### src/rtl/vcve2_pkg.sv
// Shared constants and types for the VRF memory arbiter: requester-ID width,
// parameter upper bounds, queue pointer/count widths and the lock-state enum.
package vcve2_pkg;

   localparam int MaxNumReq           = 4;
   localparam int MaxOutstandingLimit = 4;

   localparam int IdWidth  = $clog2(MaxNumReq);
   localparam int PtrWidth = $clog2(MaxOutstandingLimit);
   localparam int CntWidth = $clog2(MaxOutstandingLimit + 1);

   typedef logic [IdWidth-1:0] req_id_t;

   typedef enum logic {
      ArbIdle,
      ArbLocked
   } arb_state_e;

endpackage

### src/rtl/vcve2_arb_id_fifo.sv
// In-flight response-ID queue for the VRF memory arbiter. Holds the ID of every
// granted request until its response returns; pointers wrap modulo Depth.
// The caller never pushes when full and never pops when empty.
module vcve2_arb_id_fifo
   import vcve2_pkg::*;
#(
   parameter int Depth = 2
) (
   input  logic    clk_i,
   input  logic    rst_ni,
   input  logic    push_i,
   input  req_id_t push_id_i,
   input  logic    pop_i,
   output req_id_t head_id_o,
   output logic    empty_o,
   output logic    full_o
);

   logic [PtrWidth-1:0] wr_ptr_q;
   logic [PtrWidth-1:0] rd_ptr_q;
   logic [CntWidth-1:0] count_q;
   req_id_t             mem_q [MaxOutstandingLimit];

   function automatic logic [PtrWidth-1:0] ptr_inc(input logic [PtrWidth-1:0] ptr);
      if (ptr == PtrWidth'(Depth - 1)) begin
         return '0;
      end
      return ptr + PtrWidth'(1);
   endfunction

   assign head_id_o = mem_q[rd_ptr_q];
   assign empty_o   = (count_q == '0);
   assign full_o    = (count_q == CntWidth'(Depth));

   // Pointers and occupancy; a simultaneous push and pop leaves the count alone.
   always_ff @(posedge clk_i or negedge rst_ni) begin
      if (!rst_ni) begin
         wr_ptr_q <= '0;
         rd_ptr_q <= '0;
         count_q  <= '0;
      end else begin
         if (push_i) begin
            wr_ptr_q <= ptr_inc(wr_ptr_q);
         end
         if (pop_i) begin
            rd_ptr_q <= ptr_inc(rd_ptr_q);
         end
         if (push_i && !pop_i) begin
            count_q <= count_q + CntWidth'(1);
         end else if (pop_i && !push_i) begin
            count_q <= count_q - CntWidth'(1);
         end
      end
   end

   // Storage needs no reset: entries are only read once the count covers them.
   always_ff @(posedge clk_i) begin
      if (push_i) begin
         mem_q[wr_ptr_q] <= push_id_i;
      end
   end

endmodule

### src/rtl/vcve2_vrf_mem_arbiter.sv
// Arbitrates VRF interfaces and the scalar LSU onto one memory port.
// A request that is presented but not granted is locked until granted or
// withdrawn; response IDs are tracked in order by vcve2_arb_id_fifo.
// Define VCVE2_ARB_RR_EN for round-robin; otherwise fixed priority (index 0 first).
module vcve2_vrf_mem_arbiter
   import vcve2_pkg::*;
#(
   parameter int NumReq         = 2,
   parameter int MaxOutstanding = 2
) (
   input  logic                   clk_i,
   input  logic                   rst_ni,
   input  logic [NumReq-1:0]      req_i,
   input  logic [NumReq-1:0]      we_i,
   input  logic [4*NumReq-1:0]    be_i,
   input  logic [32*NumReq-1:0]   addr_i,
   input  logic [32*NumReq-1:0]   wdata_i,
   output logic [NumReq-1:0]      gnt_o,
   output logic [NumReq-1:0]      rvalid_o,
   output logic [NumReq-1:0]      err_o,
   output logic [31:0]            rdata_o,
   output logic                   data_req_o,
   output logic                   data_we_o,
   output logic [3:0]             data_be_o,
   output logic [31:0]            data_addr_o,
   output logic [31:0]            data_wdata_o,
   input  logic                   data_gnt_i,
   input  logic                   data_rvalid_i,
   input  logic                   data_err_i,
   input  logic [31:0]            data_rdata_i,
   output logic                   protocol_err_o
);

   arb_state_e state_q;
   arb_state_e state_d;
   req_id_t    lock_id_q;
   req_id_t    win_id;
   logic       win_valid;
   logic       push;
   logic       pop;
   logic       fifo_empty;
   logic       fifo_full;
   req_id_t    head_id;

`ifdef VCVE2_ARB_RR_EN
   req_id_t prio_q;

   // Rotate priority past the requester that was just granted.
   always_ff @(posedge clk_i or negedge rst_ni) begin
      if (!rst_ni) begin
         prio_q <= '0;
      end else if (push) begin
         if (win_id == req_id_t'(NumReq - 1)) begin
            prio_q <= '0;
         end else begin
            prio_q <= win_id + req_id_t'(1);
         end
      end
   end
`endif

   // Pick the winner: the locked requester if any, else by priority.
   always_comb begin
      win_valid = 1'b0;
      win_id    = '0;
      if (state_q == ArbLocked) begin
         win_id = lock_id_q;
         for (int k = 0; k < NumReq; k++) begin
            if (lock_id_q == req_id_t'(k)) begin
               win_valid = req_i[k];
            end
         end
      end else begin
`ifdef VCVE2_ARB_RR_EN
         for (int k = 0; k < NumReq; k++) begin
            if (!win_valid && req_i[k] && (req_id_t'(k) >= prio_q)) begin
               win_valid = 1'b1;
               win_id    = req_id_t'(k);
            end
         end
`endif
         for (int k = 0; k < NumReq; k++) begin
            if (!win_valid && req_i[k]) begin
               win_valid = 1'b1;
               win_id    = req_id_t'(k);
            end
         end
      end
   end

   // Drive the memory request with the winner's fields; everything idles at zero.
   always_comb begin
      data_req_o   = rst_ni & win_valid & ~fifo_full;
      data_we_o    = 1'b0;
      data_be_o    = '0;
      data_addr_o  = '0;
      data_wdata_o = '0;
      gnt_o        = '0;
      for (int k = 0; k < NumReq; k++) begin
         if (data_req_o && (win_id == req_id_t'(k))) begin
            data_we_o    = we_i[k];
            data_be_o    = be_i[4*k +: 4];
            data_addr_o  = addr_i[32*k +: 32];
            data_wdata_o = wdata_i[32*k +: 32];
            gnt_o[k]     = data_gnt_i;
         end
      end
   end

   // Route responses to the oldest outstanding requester; orphans are flagged.
   always_comb begin
      pop            = data_rvalid_i & ~fifo_empty;
      protocol_err_o = rst_ni & data_rvalid_i & fifo_empty;
      rdata_o        = rst_ni ? data_rdata_i : '0;
      rvalid_o       = '0;
      err_o          = '0;
      for (int k = 0; k < NumReq; k++) begin
         if (pop && (head_id == req_id_t'(k))) begin
            rvalid_o[k] = 1'b1;
            err_o[k]    = data_err_i;
         end
      end
   end

   assign push = data_req_o & data_gnt_i;

   // Lock whenever a request is presented but not granted this cycle.
   always_comb begin
      state_d = ArbIdle;
      if (data_req_o && !data_gnt_i) begin
         state_d = ArbLocked;
      end
   end

   // Lock state and the identity of the locked requester.
   always_ff @(posedge clk_i or negedge rst_ni) begin
      if (!rst_ni) begin
         state_q   <= ArbIdle;
         lock_id_q <= '0;
      end else begin
         state_q <= state_d;
         if (data_req_o && !data_gnt_i) begin
            lock_id_q <= win_id;
         end
      end
   end

   vcve2_arb_id_fifo #(
      .Depth (MaxOutstanding)
   ) u_id_fifo (
      .clk_i     (clk_i),
      .rst_ni    (rst_ni),
      .push_i    (push),
      .push_id_i (win_id),
      .pop_i     (pop),
      .head_id_o (head_id),
      .empty_o   (fifo_empty),
      .full_o    (fifo_full)
   );

endmodule

### config.mk
export PLATFORM = sky130hd
export DESIGN_NAME = vcve2_vrf_mem_arbiter
export DESIGN_NICKNAME = d
export VERILOG_FILES = /design/src/rtl/vcve2_pkg.sv /design/src/rtl/vcve2_arb_id_fifo.sv /design/src/rtl/vcve2_vrf_mem_arbiter.sv
export SDC_FILE = /design/constraint.sdc
export NUM_CORES = 1
export LEC_CHECK = 0
export BUFFER_PORTS_ARGS = -buffer_cell sky130_fd_sc_hd__buf_2
export CORE_ASPECT_RATIO = 1.4
export CORE_MARGIN = 4
export CORE_UTILIZATION = 47
export CTS_CLUSTER_DIAMETER = 150
export DETAILED_ROUTE_END_ITERATION = 6
export GPL_ROUTABILITY_DRIVEN = 0
export PLACE_DENSITY = 0.91
export REMOVE_ABC_BUFFERS = 1
export SLEW_MARGIN = 5
export SYNTH_ARGS = -nofsm -noshare
export SYNTH_HDL_FRONTEND = slang
export SYNTH_HIERARCHICAL = 1
export SYNTH_SLANG_ARGS = --single-unit
### constraint.sdc
create_clock -name clk_i -period 2.9 [get_ports clk_i]
set_input_delay 0.29 -clock clk_i [delete_from_list [all_inputs] [get_ports clk_i]]
set_output_delay 0.29 -clock clk_i [all_outputs]
set_load 0.005 [all_outputs]
==> results of run 1 <==
## registers in the layout, summed over array words and instances (netlist names)
| name | cells |
|---|---|
| u_id_fifo/rd_ptr_q | 2 |
| u_id_fifo/count_q | 3 |
| state_q | 1 |
| lock_id_q | 2 |
| u_id_fifo/mem_q | 8 |
| u_id_fifo/wr_ptr_q | 2 |
## through the flow
| stage | hold slack (ps) | power, uW | utilization [%] | setup TNS (ps) |
|---|---|---|---|---|
| global route | 127 | 3030 | 60.4 | 0 |
| global placement | 368 | 2510 | 59.7 | 0 |
| detailed placement | 365 | 2560 | 59.7 | 0 |
| floorplan | -5.59 | 2070 | - | -326340 |
| finish | 98.9 | 2840 | 60.4 | 0 |
| CTS | 99.5 | 2860 | 60.4 | 0 |
## layer usage
layer  vias to the layer above  global-route usage [%]
met3                        31                    3.37
met5                         -                       0
met2                       226                    45.2
met1                      2509                    25.3
met4                         0                    7.57
li1                       2510                       -
## how the worst max path moves through the flow
stage	from	endpoint	slack, ps	cells past startpoint
after detailed placement	u_id_fifo/count_q[0]$_DFFE_PN0P_	u_id_fifo/count_q[1]$_DFFE_PN0P_	580	9
after global routing	u_id_fifo/count_q[0]$_DFFE_PN0P_	data_wdata_o[11]	150	6
after CTS	u_id_fifo/count_q[0]$_DFFE_PN0P_	data_wdata_o[11]	330	6
after floorplan	state_q$_DFF_PN0_	data_addr_o[19]	-4270	3
final	u_id_fifo/count_q[0]$_DFFE_PN0P_	data_wdata_o[11]	300	6
after global placement	lock_id_q[0]$_DFFE_PN0P_	data_addr_o[20]	600	5
## cell usage after synthesis (12+ instances only)
| cell type | n | area, um^2 |
|---|---|---|
| buf_4 | 15 | 113 |
| nor3_1 | 70 | 350 |
| nor2b_1 | 64 | 400 |
| and4bb_2 | 38 | 475 |
| a221oi_1 | 12 | 105 |
| buf_6 | 15 | 169 |
| nor4bb_1 | 31 | 310 |
| clkbuf_1 | 33 | 124 |
| and2_1 | 35 | 219 |
| mux2_4 | 67 | 1010 |
| a221oi_2 | 57 | 856 |
## final cells by class
cell class / count / area (um^2) / area share [%]
flip-flops and latches: 18 / 498 / 7.62
repair buffers: 299 / 1570 / 24.0
clock inverters: 1 / 3.75 / 0.0575
diodes: 1 / 2.50 / 0.0383
multi-input cells: 424 / 4190 / 64.1
inverters: 5 / 18.8 / 0.287
well taps: 141 / 176 / 2.70
clock buffers: 3 / 75.1 / 1.15
## power breakdown
part / switching [uW] / internal (uW)
clock network: 97.1 / 184
logic: 1010 / 1150
registers: 77.8 / 325
## cells by family (layout without fill, tap and decap cells)
| group | count (synthesis) | after routing | synth area share, % |
|---|---|---|---|
| compound gates | 77 | 77 | 19.9 |
| xor+xnor | 5 | 5 | 0.850 |
| fa+ha+maj | 2 | 2 | 0.632 |
| buf+inv | 80 | 308 | 9.79 |
| flops | 18 | 18 | 9.52 |
| mux | 73 | 73 | 21.4 |
| other cells | 0 | 1 | 0 |
| simple gates | 267 | 267 | 37.9 |
==> results.json, run 1 <==
{
  "status": "finished, final reports clean",
  "startpoint_type": "flop",
  "first_global_vias": 5216,
  "setup_slack_ps": 300,
  "dp_hpwl_mm": 11.5,
  "vdd_drop_max_mv": 0.373,
  "vias_per_cell": 5.91,
  "max-cap-violations": 0,
  "relSlewSlack_pct": 45.3,
  "wl_per_cell_um": 18.0,
  "synth_seq_cells": 18,
  "async_reset_ff_share_pct": 55.6,
  "seq_area_frac_synth_pct": 9.52,
  "io_pins": 286,
  "layout_min_cycle_time_ps": 2600,
  "maxSlewViolCount": 0,
  "grt.overflow.total": 0,
  "port_buffers": 285,
  "rsz0062_at_grt": "false",
  "synth_edf_count": 8,
  "ys_warn_count": 6,
  "p_per_area_mw_per_mm2": 435,
  "grt_usage_pct": 23.6,
  "placedCellCount": 887,
  "die_w_um": 96.5,
  "post_cts_buffers": 0,
  "r2r-end": "u_id_fifo/count_q[2]$_DFFE_PN0P_",
  "synth_area_mm2": 0.00515,
  "pre_cts_slack_ps": 581,
  "hold_violations": 0,
  "cts.repair.resized": 0,
  "netlist_instances": 522,
  "regToRegSetupSlack_ps": 480,
  "worstPathMaxFanout": 74,
  "period_share_pct": 89.7,
  "worst_ep_arrival_time_ps": 2310,
  "crit_type": "flop to output pin",
  "layout_commonest_cell": "buf_2",
  "first_pass_iters": 4,
  "p_leak_uw": 0.00312,
  "finalClockSkew_ps": 3.44,
  "final_cell_mix": "buf_2, nor3_1, mux2_4, nor2b_1, a221oi_2",
  "fin_nets": 930,
  "critical_path.endpoint_type": "output pin",
  "cts_sinks": 18,
  "syn_avg_cell_area_um2": 9.87,
  "drive_above_1_share_pct": 63.5,
  "dieArea_mm2": 0.0127,
  "max_clock_freq_mhz": 385,
  "critPathSlowestCell": "buf_4",
  "routed_wl_mm": 16.0,
  "worst-path-buf-inv": 3,
  "met2_length_mm": 8.62,
  "final_cells": 892,
  "syn2layout_area_growth_pct": 26.8,
  "antenna_left": 0,
  "setup_viol": 0,
  "first_iter_violations": 189,
  "clk_pin_slew_ps": 50,
  "htreeDepth": 1,
  "met3_length_mm": 1.24,
  "initial_core_util_pct": 47.6,
  "cts_tree": "built",
  "drc": 0,
  "grt_pass1_wl_mm": 24.8,
  "wl_met1_mm": 5.76,
  "ys_types": 40,
  "clock_latency_ps": 250,
  "die_h_um": 132,
  "rows": 45,
  "n_fill_cell": 935,
  "post_dp_cell_area_mm2": 0.00645,
  "critical_path.cell_chain": "nor3b_1, inv_1, o2111ai_4, buf_4, nor3_1, buf_2",
  "cts_buffers": 3,
  "antenna_found_initial": 1,
  "core_mm2": 0.0108,
  "ys.flop_type": "dfrtp_1",
  "grt_max_degree": 79,
  "path_delay_family": "buffers and inverters",
  "hold_path.class": "input pin to async pin",
  "cts-root-buf": "clkbuf_16",
  "max_stage_delay_ps": 660,
  "crit_required_ps": 2610,
  "tightest_slew_ps": 821,
  "finalInstanceArea_mm2": 0.00653,
  "timing.rr.start": "u_id_fifo/count_q[1]$_DFFE_PN0P_",
  "detailroute.via_count": 5276,
  "ctsHoldBuffers": 0,
  "reg2reg_depth": 11,
  "clock_tree.buffer_depth": 2,
  "highest_layer": "met4"
}
(Power assumes the default switching activity.)
==> inputs of run 2 (changes only) <==
- PLACE_DENSITY: 0.91 -> 0.84
==> run 2 against run 1 <==
  * Design area up 0.69%
  * Worst setup slack worse by 37 ps
  * Clock power about the same
  * Global-route usage up 0.39 points
  * Die area unchanged
  * Non-clock buffer count up 3
  * Count of clock-buffer cells in the layout unchanged
  * Worst hold slack better by 17 ps
  * Maximum frequency down 1.4%
  * Wire length up 3.5%
  * Largest power group unchanged
==> results.json, run 2 (same netlist as run 1, synthesis figures left out) <==
{
  "hold_ws_ps": 116,
  "post_dp_cell_area_mm2": 0.00650,
  "cts_tree": "built",
  "critical_path.cell_chain": "nor3b_1, inv_1, o2111ai_4, buf_4, nor3_1, buf_2",
  "share_comb_of_total_power_pct": 76.3,
  "rsz0062_at_grt": "false",
  "routed_wl_mm": 16.6,
  "drive_above_1_share_pct": 63.6,
  "internal_power_uw": 1670,
  "reg2reg_depth": 10,
  "dieArea_mm2": 0.0127,
  "p_seq_share_pct": 13.9,
  "fin_util_pct": 60.8,
  "post_cts_buffers": 0,
  "die_h_um": 132,
  "final_cells": 894,
  "relSlewSlack_pct": 45.5,
  "ctsHoldBuffers": 0,
  "first_iter_violations": 215,
  "wl_per_cell_um": 18.5,
  "p_per_area_mw_per_mm2": 435,
  "largest_register_ffs": 8,
  "detailroute.via_count": 5376,
  "setup_viol": 0,
  "top_register": "u_id_fifo/mem_q",
  "core_mm2": 0.0108,
  "clock_tree.buffer_depth": 2,
  "layout_commonest_cell": "buf_2",
  "worst_ep_arrival_time_ps": 2350,
  "period_share_pct": 90.9,
  "maxSlewViolCount": 0,
  "hold_path.class": "input pin to async pin",
  "worstPathMaxFanout": 74,
  "clockPowerShare_pct": 9.7,
  "cts_sinks": 18,
  "finalClockSkew_ps": 2.02,
  "grt.overflow.total": 0,
  "finalInstanceArea_mm2": 0.00658,
  "cts-root-buf": "clkbuf_16",
  "max_clock_freq_mhz": 379,
  "cts_buffers": 3,
  "fin_nets": 933,
  "port_buffers": 285,
  "critical_path.endpoint_type": "output pin",
  "initial_core_util_pct": 47.6,
  "max_stage_delay_ps": 680,
  "first_pass_iters": 4,
  "drc": 0,
  "vdd_drop_max_mv": 0.460,
  "dp_hpwl_mm": 12.1,
  "top_regs": "u_id_fifo/mem_q (8), u_id_fifo/count_q (3)",
  "p_leak_uw": 0.00314,
  "critPathSlowestCell": "buf_4",
  "max-cap-violations": 0,
  "antenna_left": 0,
  "antenna_found_initial": 1,
  "startpoint_type": "flop",
  "crit_type": "flop to output pin",
  "rows": 45,
  "total_power_uw": 2860,
  "clk_pin_slew_ps": 50,
  "status": "finished, final reports clean",
  "grt_pass1_wl_mm": 25.0,
  "grt_max_degree": 75,
  "syn2layout_area_growth_pct": 27.7,
  "net-switching-power_uw": 1190,
  "layout_min_cycle_time_ps": 2640,
  "first_global_vias": 5187,
  "htreeDepth": 1,
  "grt_usage_pct": 24.0,
  "vias_per_cell": 6.01,
  "die_w_um": 96.5,
  "clock_latency_ps": 250,
  "placedCellCount": 890,
  "tightest_slew_ps": 818,
  "io_pins": 286,
  "swShare_pct": 41.7,
  "n_fill_cell": 959,
  "cts.repair.resized": 0,
  "crit_required_ps": 2610,
  "hold_violations": 0,
  "final_cell_mix": "buf_2, nor3_1, mux2_4, nor2b_1, a221oi_2",
  "diodes": 0
}
[run 2: path summary, 6_finish.rpt]
check / startpoint / end / slack, ps
worst min register to register: u_id_fifo/count_q[2]$_DFFE_PN0P_ / u_id_fifo/count_q[2]$_DFFE_PN0P_ / 510
worst min-delay path: rst_ni / u_id_fifo/count_q[2]$_DFFE_PN0P_ / 120
min in group clk_i: data_gnt_i / state_q$_DFF_PN0_ / 270
worst max-delay path: u_id_fifo/count_q[0]$_DFFE_PN0P_ / data_addr_o[11] / 260
worst max register to register: state_q$_DFF_PN0_ / u_id_fifo/count_q[2]$_DFFE_PN0P_ / 310
max in group asynchronous: rst_ni / state_q$_DFF_PN0_ / 2500
[run 2: metal layers]
layer	track usage, %	wire (um)	vias up
li1	-	-	2500
met5	0	20	-
met4	8.03	552	2
met3	4.57	1490	40
met2	45.5	8720	262
met1	25.4	5800	2572
[run 2: power by group through the flow]
| stage | clock, uW | sequential (uW) | combinational, uW |
|---|---|---|---|
| after floorplan | 0 | 582 | 1490 |
| after global placement | 0 | 399 | 2140 |
| after detailed placement | 0 | 400 | 2180 |
| after CTS | 282 | 397 | 2190 |
| after global routing | 288 | 404 | 2350 |
| final | 279 | 398 | 2180 |
[run 2: critical path: cells and delay by family (launching register included)]
| kind | cells | cell delay [ps] |
|---|---|---|
| buffers and inverters | 3 | 990 |
| and+or+nand+nor | 2 | 520 |
| DFF | 1 | 430 |
| AOI/OAI and AO/OA | 1 | 120 |
[run 2: per-stage QoR]
stage	setup WS, ps	TNS (ps)
after detailed placement	424	0
after global placement	493	0
after CTS	272	0
after floorplan	-4270	-326340
final	263	0
after global routing	161	0
[run 2: area by class of cell]
class | instances | area [um^2] | share of cell area [%]
Tap cell | 141 | 176 | 2.68
Multi-Input combinational cell | 424 | 4190 | 63.7
Sequential cell | 18 | 498 | 7.57
Timing Repair Buffer | 302 | 1620 | 24.6
Clock buffer | 3 | 75.1 | 1.14
Inverter | 5 | 18.8 | 0.285
Clock inverter | 1 | 3.75 | 0.0571
==> inputs of run 3 (changes only) <==
- CTS_BUF_LIST: not set -> sky130_fd_sc_hd__clkbuf_2 sky130_fd_sc_hd__clkbuf_4 sky130_fd_sc_hd__clkbuf_8
==> run 3 against run 2 <==
  * Combinational power hardly changed
  * Global-route usage is 0.68 points lower
  * Critical path depth stayed put
  * Largest cell class unchanged
  * Total power is 3.6% lower
  * Design area is 0.51% lower
==> results.json, run 3 (same netlist as run 1, synthesis figures left out) <==
{
  "max_clock_freq_mhz": 383,
  "grt_max_degree": 75,
  "n_fill_cell": 961,
  "swShare_pct": 42.8,
  "vias_per_cell": 5.97,
  "detailroute.via_count": 5333,
  "die_h_um": 132,
  "initial_core_util_pct": 47.6,
  "diodes": 0,
  "pre_cts_slack_ps": 424,
  "clock_latency_ps": 250,
  "period_share_pct": 90.1,
  "share_comb_of_total_power_pct": 79.1,
  "cts_buffers": 3,
  "largest_register_ffs": 8,
  "clk_pin_slew_ps": 70,
  "first_global_vias": 5148,
  "startpoint": "u_id_fifo/count_q[0]$_DFFE_PN0P_",
  "cts-root-buf": "clkbuf_8",
  "r2r-end": "u_id_fifo/count_q[2]$_DFFE_PN0P_",
  "dieArea_mm2": 0.0127,
  "internal_power_uw": 1580,
  "status": "finished, final reports clean",
  "timing.rr.start": "state_q$_DFF_PN0_",
  "p_leak_uw": 0.00312,
  "drc": 0,
  "critical_path.cell_chain": "nor3b_1, inv_1, o2111ai_4, buf_4, nor3_1, buf_2",
  "layout_commonest_cell": "buf_2",
  "rsz0062_at_grt": "false",
  "worst_ep_arrival_time_ps": 2320,
  "worst-path-buf-inv": 3,
  "cts_tree": "built",
  "dp_hpwl_mm": 12.1,
  "p_seq_share_pct": 14.4,
  "max_stage_delay_ps": 680,
  "clockPowerShare_pct": 6.4,
  "rows": 45,
  "top_register": "u_id_fifo/mem_q",
  "startpoint_type": "flop",
  "vdd_drop_max_mv": 0.461,
  "first_iter_violations": 212,
  "crit_required_ps": 2610,
  "grt_usage_pct": 23.3,
  "syn2layout_area_growth_pct": 27.1,
  "maxSlewViolCount": 0,
  "htreeDepth": 1,
  "drive_above_1_share_pct": 63.6,
  "final_cell_mix": "buf_2, nor3_1, mux2_4, nor2b_1, a221oi_2",
  "ctsHoldBuffers": 0,
  "critPathSlowestCell": "buf_4",
  "tightest_slew_ps": 820,
  "regToRegSetupSlack_ps": 400,
  "fin_util_pct": 60.5,
  "setup_slack_ps": 286,
  "hold_path.class": "input pin to async pin",
  "port_buffers": 285,
  "path_delay_family": "buffers and inverters",
  "antenna_left": 0,
  "finalClockSkew_ps": 4.61,
  "grt_pass1_wl_mm": 24.5,
  "top_regs": "u_id_fifo/mem_q (8), u_id_fifo/count_q (3)",
  "finalInstanceArea_mm2": 0.00654,
  "worstPathMaxFanout": 74,
  "crit_type": "flop to output pin",
  "max-cap-violations": 0,
  "cts.repair.resized": 0,
  "die_w_um": 96.5,
  "relSlewSlack_pct": 45.3,
  "layout_min_cycle_time_ps": 2610,
  "hold_violations": 0,
  "hold_ws_ps": 96.8,
  "clock_tree.buffer_depth": 2,
  "setup_viol": 0,
  "grt.overflow.total": 0,
  "wl_per_cell_um": 18.3,
  "net-switching-power_uw": 1180,
  "p_per_area_mw_per_mm2": 421,
  "io_pins": 286,
  "core_mm2": 0.0108,
  "first_pass_iters": 4,
  "fin_nets": 933,
  "cts_sinks": 18,
  "reg2reg_depth": 10,
  "post_dp_cell_area_mm2": 0.00650,
  "antenna_found_initial": 1,
  "post_cts_buffers": 0,
  "critical_path.endpoint_type": "output pin",
  "routed_wl_mm": 16.3
}
-- run 3: cell count changes in the layout (fill, tap and decap cells not counted) --
cell,previous run,this run
clkbuf_16,3,0
clkbuf_8,0,3
-- run 3: how the worst max path moves through the flow --
stage	endpoint	slack, ps	depth (start not counted)
5_1_grt	data_wdata_o[24]	170	6
3_3_place_gp	u_id_fifo/count_q[2]$_DFFE_PN0P_	490	10
4_1_cts	data_wdata_o[10]	280	6
3_5_place_dp	u_id_fifo/count_q[2]$_DFFE_PN0P_	420	10
6_report	data_addr_o[11]	290	6
2_1_floorplan	data_addr_o[19]	-4270	3
-- run 3: layout make-up --
cell class / instances / area, um^2 / area share, %
clock buffers: 3 / 41.3 / 0.631
clock inverters: 1 / 3.75 / 0.0574
inverters: 5 / 18.8 / 0.287
multi-input cells: 424 / 4190 / 64.0
flip-flops and latches: 18 / 498 / 7.61
well taps: 141 / 176 / 2.70
repair buffers: 302 / 1620 / 24.7
-- run 3: power by group through the flow --
stage	sequential, uW	clock [uW]	combinational, uW
final	398	177	2180
after CTS	396	182	2190
after global placement	399	0	2140
after detailed placement	400	0	2180
after global routing	403	190	2340
after floorplan	582	0	1490
-- run 3: metal layers --
metal | vias up | GRT usage (%) | wire length (um)
met4 | 2 | 7.96 | 524
met3 | 33 | 4.28 | 1510
met5 | - | 0 | 20
met2 | 256 | 44.5 | 8500
met1 | 2539 | 24.4 | 5780
li1 | 2503 | - | -
-- run 3: worst reg2reg max path, cell delays in order (launching register included) --
cell,delay [ps]
dfrtp_4,600
nand2_1,190
o2111ai_4,140
nor3_1,240
buf_4,190
ha_1,200
inv_1,80
fa_1,380
xor2_1,150
nor2_1,110
xor2_1,150
-- run 3: stage by stage --
| stage | instances | setup TNS, ps | power, uW |
|---|---|---|---|
| CTS | 894 | 0 | 2760 |
| global route | 894 | 0 | 2930 |
| floorplan | 447 | -326340 | 2070 |
| finish | 894 | 0 | 2760 |
| global placement | 890 | 0 | 2540 |
| detailed placement | 890 | 0 | 2580 |
